### config.mk
export PLATFORM = sky130hd
export DESIGN_NAME = fp_decoder
export DESIGN_NICKNAME = d
export VERILOG_FILES = /design/src/rtl/fp_decoder.sv
export SDC_FILE = /design/constraint.sdc
export NUM_CORES = 1
export LEC_CHECK = 0
export CORE_ASPECT_RATIO = 1.4
export CORE_MARGIN = 4
export CORE_UTILIZATION = 45
export DETAILED_ROUTE_END_ITERATION = 6
export PLACE_DENSITY = 0.69
export RECOVER_POWER = 50
export SLEW_MARGIN = 25
export SYNTH_ARGS = -nofsm -noshare
export SYNTH_HDL_FRONTEND = slang
export SYNTH_SLANG_ARGS = --single-unit
### constraint.sdc
create_clock -name clk -period 4.06 [get_ports clk]
set_clock_uncertainty 0.15 [all_clocks]
set_input_delay 0.406 -clock clk [delete_from_list [all_inputs] [get_ports clk]]
set_output_delay 0.406 -clock clk [all_outputs]
set_load 0.05 [all_outputs]
### src/rtl/fp_decoder.sv
// fp_decoder: multi-cycle float {S, E[2:0], F[4:0]} to OUT_W-bit two's-complement
// decoder. The value (-1)^S * F * 2^E is rebuilt by shifting F left once per cycle.
// Optional build macro FPDEC_SATURATE_EN: when defined, overflowing results clamp
// to the most positive/negative code; when undefined they wrap (low OUT_W bits).
// OUT_W is intended to lie in 9..16.
module fp_decoder #(
    parameter int OUT_W = 12
) (
    input  logic             clk,
    input  logic             rst_n,
    input  logic             in_valid,
    output logic             in_ready,
    input  logic             S,
    input  logic [2:0]       E,
    input  logic [4:0]       F,
    output logic             out_valid,
    input  logic             out_ready,
    output logic [OUT_W-1:0] D,
    output logic             ovf
);

    typedef enum logic [1:0] {
        IDLE  = 2'd0,
        SHIFT = 2'd1,
        SIGN  = 2'd2,
        OUT   = 2'd3
    } state_t;

    // Magnitude limits, expressed in the OUT_W+1 bit magnitude domain.
    localparam logic [OUT_W:0]   POS_MAX = {2'b00, {(OUT_W-1){1'b1}}};
    localparam logic [OUT_W:0]   NEG_MAX = {2'b01, {(OUT_W-1){1'b0}}};
    localparam logic [OUT_W-1:0] SAT_POS = {1'b0, {(OUT_W-1){1'b1}}};
    localparam logic [OUT_W-1:0] SAT_NEG = {1'b1, {(OUT_W-1){1'b0}}};

    state_t           state_q, state_d;
    logic [OUT_W:0]   mag_q, mag_d;
    logic [2:0]       cnt_q, cnt_d;
    logic             s_q, s_d;
    logic             sticky_q, sticky_d;
    logic [OUT_W-1:0] d_q, d_d;
    logic             ovf_q, ovf_d;

    logic             over;
    logic [OUT_W-1:0] wrapped;

    // State and datapath registers; reset aborts any in-flight conversion.
    always_ff @(posedge clk or negedge rst_n) begin
        if (!rst_n) begin
            state_q  <= IDLE;
            mag_q    <= '0;
            cnt_q    <= '0;
            s_q      <= 1'b0;
            sticky_q <= 1'b0;
            d_q      <= '0;
            ovf_q    <= 1'b0;
        end else begin
            state_q  <= state_d;
            mag_q    <= mag_d;
            cnt_q    <= cnt_d;
            s_q      <= s_d;
            sticky_q <= sticky_d;
            d_q      <= d_d;
            ovf_q    <= ovf_d;
        end
    end

    // Range check and signed result; only low OUT_W magnitude bits matter for negation.
    always_comb begin
        over    = sticky_q | (s_q ? (mag_q > NEG_MAX) : (mag_q > POS_MAX));
        wrapped = s_q ? (~mag_q[OUT_W-1:0] + 1'b1) : mag_q[OUT_W-1:0];
    end

    // Next-state logic and handshake outputs.
    always_comb begin
        state_d  = state_q;
        mag_d    = mag_q;
        cnt_d    = cnt_q;
        s_d      = s_q;
        sticky_d = sticky_q;
        d_d      = d_q;
        ovf_d    = ovf_q;

        unique case (state_q)
            IDLE: begin
                if (in_valid) begin
                    s_d      = S;
                    mag_d    = (OUT_W+1)'(F);
                    cnt_d    = E;
                    sticky_d = 1'b0;
                    state_d  = SHIFT;
                end
            end
            SHIFT: begin
                if (cnt_q != 3'd0) begin
                    mag_d = {mag_q[OUT_W-1:0], 1'b0};
                    cnt_d = cnt_q - 3'd1;
                    if (mag_q[OUT_W]) begin
                        sticky_d = 1'b1;
                    end
                end else begin
                    state_d = SIGN;
                end
            end
            SIGN: begin
                ovf_d = over;
`ifdef FPDEC_SATURATE_EN
                if (over) begin
                    d_d = s_q ? SAT_NEG : SAT_POS;
                end else begin
                    d_d = wrapped;
                end
`else
                d_d = wrapped;
`endif
                state_d = OUT;
            end
            OUT: begin
                if (out_ready) begin
                    state_d = IDLE;
                end
            end
            default: state_d = IDLE;
        endcase
    end

`ifndef FPDEC_SATURATE_EN
    // Clamp codes are only needed in the saturating build.
    logic sat_unused;
    assign sat_unused = ^{SAT_POS, SAT_NEG};
`endif

    assign in_ready  = (state_q == IDLE);
    assign out_valid = (state_q == OUT);
    assign D         = d_q;
    assign ovf       = ovf_q;

endmodule

==> load_flow_metrics.sql <==
INSERT INTO impl_metrics (metric_group, metric, value, unit) VALUES
('placed_design', 'placed_wire_length_estimate_after_detailed_placement', '2.82', 'mm'),
('yosys', 'postSynthRegisterBits', '33', ''),
('pwr', 'pwr-share-seq', '30.4', '%'),
('run', 'maxCapViolations', '1', ''),
('timing', 'worstMarginPinSlew', '1730', 'ps'),
('detailed_routing', 'remaining_drc_errors', '0', ''),
('clock_tree', 'tritoncts_clock_tree', 'built', ''),
('floorplan', 'floorplan.initialDensity', '47.4', '%'),
('yosys', 'yosys.cell_types.count', '37', ''),
('pwr', 'p_int', '1.01', 'mW'),
('grt', 'grt_start_max_net_pins', '34', ''),
('timing', 'finalSetupViolations', '0', ''),
('timing', 'maxSlewViolCount', '34', ''),
('timing', 'max_freq', '373', 'MHz'),
('yosys', 'synth.net_count', '206', ''),
('pwr', 'p_sw', '0.976', 'mW'),
('grt', 'first_global_vias', '1425', ''),
('finish', 'antennaDiodeCount', '0', ''),
('yosys', 'sequential_cell_area_fraction_in_the_yosys_report', '46.5', '%'),
('timing', 'final_period_utilization', '66.0', '%'),
('yosys', 'synth_warnings', '0', ''),
('detailed_routing', 'routed_via_density', '5.53', ''),
('clock_tree', 'cts_resized', '0', ''),
('clock_tree', 'clk_pin_slew', '70', 'ps'),
('critical_path', 'critical_path.startpoint_type', 'flip-flop', ''),
('finish', 'area_growth_syn_to_layout', '20.4', '%'),
('outcome', 'failed_checks', 'capacitance limit, slew limit', ''),
('detailed_routing', 'total_vias_in_the_final_route', '1389', ''),
('yosys', 'post_synth_and_or_nand_nor_area_fraction', '17.1', '%'),
('detailed_routing', 'first_iter_violations', '81', ''),
('clock_tree', 'insertion_delay', '280', 'ps'),
('yosys', 'synth_area', '1770', 'µm²'),
('outcome', 'outcome', 'finished, violations left', ''),
('clock_tree', 'cts.htree.levels', '2', ''),
('finish', 'post_route_cells_drive_above_1_share', '7.66', '%'),
('finish', 'fillCellCount', '342', ''),
('clock_tree', 'clock_tree.root_cell', 'sky130_fd_sc_hd__clkbuf_8', ''),
('yosys', 'largest_family_of_logic_cells_by_synthesized_area', 'simple AND/OR/NAND/NOR gates', ''),
('floorplan', 'vertical_die_dimension', '82.3', 'µm'),
('clock_tree', 'clock-sinks', '33', ''),
('floorplan', 'io_pins', '28', ''),
('yosys', 'synth_fa_ha_area_share', '5.64', '%'),
('timing', 'rsz0062_at_grt', 'no', ''),
('min_path', 'hold_path_cells', '1', ''),
('critical_path', 'crit_path_max_fanout', '25', ''),
('timing', 'slew-limit-headroom', '-15.4', '%'),
('pwr', 'p_leak', '0.970', 'nW'),
('finish', 'final_net_count', '231', ''),
('grt', 'grt_antenna_before_repair', '0', ''),
('floorplan', 'core-area', '3740', 'µm²'),
('floorplan', 'chipWidth', '61.1', 'µm'),
('detailed_routing', 'detail_route.wl_per_cell', '15.2', 'µm'),
('clock_tree', 'cts-buffers-inserted', '5', ''),
('clock_tree', 'clock_path_buffers', '2', ''),
('pwr', 'power_per_cell_area', '932', 'nW/µm²'),
('placed_design', 'count_of_port_buffers_added_during_placement', '27', ''),
('placed_design', 'place.gp.congestion', '0.778', ''),
('grt', 'gr-total-overflow', '0', ''),
('timing', 'final.setup.tns', '0', 'ps'),
('critical_path', 'worst_ep_arrival_time', '2750', 'ps'),
('yosys', 'synth-compound-area-share', '13.9', '%'),
('yosys', 'synth-xor-area-share', '4.94', '%'),
('detailed_routing', 'drt-pass1-iter-count', '4', ''),
('min_path', 'hold_end', 'cnt_q[0]', ''),
('pwr', 'switching_share', '49.0', '%'),
('critical_path', 'timing.reg2reg.setup_slack', '1380', 'ps'),
('min_path', 'hold_path.class', 'reg2reg', ''),
('critical_path', 'timing.rr.end', 'mag_q[8]', ''),
('critical_path', 'critical_path_required', '4130', 'ps'),
('timing', 'post-route-min-period', '2680', 'ps'),
('floorplan', 'die_outline_area', '5030', 'µm²');
worst max-delay path, cell delays in order, from the launching register on:
cell	delay [ps]
sky130_fd_sc_hd__dfrtp_1	410
sky130_fd_sc_hd__inv_1	90
sky130_fd_sc_hd__ha_1	750
sky130_fd_sc_hd__nor2_1	190
sky130_fd_sc_hd__a211oi_1	550
sky130_fd_sc_hd__buf_4	250
sky130_fd_sc_hd__nand3_1	90
sky130_fd_sc_hd__nand2_1	130
flip-flops by register name, indices dropped and copies added (netlist names):
register and flops:
cnt_q 3, sticky_q 1, state_q 2, ovf 1, mag_q 13, s_q 1, D 12
per-layer routing:
| layer | vias up | GRT usage [%] | part of all wire, % |
|---|---|---|---|
| met5 | - | 0 | 0 |
| met4 | 0 | 6.29 | 1.7 |
| met1 | 662 | 18.8 | 40 |
| met3 | 7 | 4.35 | 5.0 |
| met2 | 32 | 30.8 | 53 |
| li1 | 688 | - | - |
cells in the mapped netlist:
cell type,instances,area [µm²]
sky130_fd_sc_hd__mux2i_1,7,70.1
sky130_fd_sc_hd__nor2b_1,3,18.8
sky130_fd_sc_hd__nand3_1,9,45.0
sky130_fd_sc_hd__o41ai_1,1,8.76
sky130_fd_sc_hd__o31ai_2,1,12.5
sky130_fd_sc_hd__nor4_1,1,6.26
sky130_fd_sc_hd__a31oi_1,1,6.26
sky130_fd_sc_hd__o21ai_0,10,50.1
sky130_fd_sc_hd__buf_1,1,3.75
sky130_fd_sc_hd__a221oi_1,1,8.76
sky130_fd_sc_hd__or3_1,2,12.5
sky130_fd_sc_hd__xor2_1,7,61.3
sky130_fd_sc_hd__or4_1,1,7.51
sky130_fd_sc_hd__nor2_1,15,56.3
sky130_fd_sc_hd__o211ai_1,1,7.51
sky130_fd_sc_hd__xnor2_1,3,26.3
sky130_fd_sc_hd__o21a_1,1,7.51
sky130_fd_sc_hd__nand4_1,2,12.5
sky130_fd_sc_hd__o22ai_1,1,6.26
sky130_fd_sc_hd__mux2_4,1,15.0
sky130_fd_sc_hd__nor3_1,1,5.00
sky130_fd_sc_hd__ha_1,8,100
sky130_fd_sc_hd__mux2_2,4,45.0
sky130_fd_sc_hd__inv_1,10,37.5
sky130_fd_sc_hd__dfrtp_1,33,826
sky130_fd_sc_hd__nand4b_1,1,8.76
sky130_fd_sc_hd__nand2_1,25,93.8
sky130_fd_sc_hd__or4_4,1,11.3
sky130_fd_sc_hd__a21oi_1,13,65.1
sky130_fd_sc_hd__o31ai_1,4,30.0
sky130_fd_sc_hd__or3b_2,2,17.5
sky130_fd_sc_hd__a211oi_1,1,7.51
sky130_fd_sc_hd__buf_2,1,5.00
sky130_fd_sc_hd__o41ai_4,1,27.5
sky130_fd_sc_hd__clkbuf_1,9,33.8
sky130_fd_sc_hd__a211o_1,1,8.76
sky130_fd_sc_hd__nor4b_1,1,8.76
cell families after synthesis:
logic type / after synthesis
AND/OR/NAND/NOR: 64
AO/OA/AOI/OAI: 37
flip-flops: 33
buffers and inverters: 21
multiplexers: 12
XOR/XNOR: 10
adder cells (fa/ha/maj): 8
how the worst max path moves through the flow:
stage,slack [ps],endpoint,cells past startpoint,startpoint
after floorplan,1800,mag_q[3],7,state_q[0]
after global placement,1640,cnt_q[2],6,state_q[1]
after detailed placement,1470,mag_q[8],7,state_q[1]
after CTS,1450,mag_q[8],7,state_q[1]
after global routing,1210,mag_q[8],7,state_q[1]
final,1380,mag_q[8],7,state_q[1]
area by class of cell:
class	instances	area, µm²	share of cell area (%)
well taps	42	52.6	2.46
repair buffers	29	282	13.2
inverters	10	37.5	1.76
clock buffers	5	68.8	3.22
multi-input cells	131	865	40.5
clock inverters	1	5.00	0.234
flip-flops and latches	33	826	38.7
per-stage QoR:
stage	hold slack, ps	power (mW)	setup slack, ps	utilization, %	instances
3_5_place_dp	346	1.78	1470	55.3	245
4_1_cts	360	2.01	1450	57.3	251
5_1_grt	381	2.14	1210	57.1	251
3_3_place_gp	335	1.73	1640	55.3	245
6_report	353	1.99	1380	57.1	251
2_1_floorplan	-39.6	1.46	1800	-	185
power groups by stage:
stage | registers (mW) | clock network, mW | logic, mW
floorplan | 0.791 | 0 | 0.670
global route | 0.628 | 0.242 | 1.27
detailed placement | 0.614 | 0 | 1.17
finish | 0.606 | 0.222 | 1.16
global placement | 0.602 | 0 | 1.13
CTS | 0.608 | 0.229 | 1.18
cells in the final DEF, fill, tap and decap left out, types with 2 or more instances in the layout:
| cell | instances |
|---|---|
| sky130_fd_sc_hd__dfrtp_1 | 33 |
| sky130_fd_sc_hd__clkdlybuf4s50_1 | 26 |
| sky130_fd_sc_hd__nand2_1 | 25 |
| sky130_fd_sc_hd__nor2_1 | 15 |
| sky130_fd_sc_hd__a21oi_1 | 13 |
| sky130_fd_sc_hd__inv_1 | 10 |
| sky130_fd_sc_hd__o21ai_0 | 10 |
| sky130_fd_sc_hd__nand3_1 | 9 |
| sky130_fd_sc_hd__ha_1 | 8 |
| sky130_fd_sc_hd__mux2i_1 | 7 |
| sky130_fd_sc_hd__xor2_1 | 7 |
| sky130_fd_sc_hd__clkbuf_8 | 5 |
| sky130_fd_sc_hd__mux2_2 | 4 |
| sky130_fd_sc_hd__o31ai_1 | 4 |
| sky130_fd_sc_hd__nor2b_1 | 3 |
| sky130_fd_sc_hd__xnor2_1 | 3 |
| sky130_fd_sc_hd__or4_1 | 2 |
| sky130_fd_sc_hd__or3_1 | 2 |
| sky130_fd_sc_hd__or3b_2 | 2 |
| sky130_fd_sc_hd__nand4_1 | 2 |
Power figures use the tool's default switching activity.
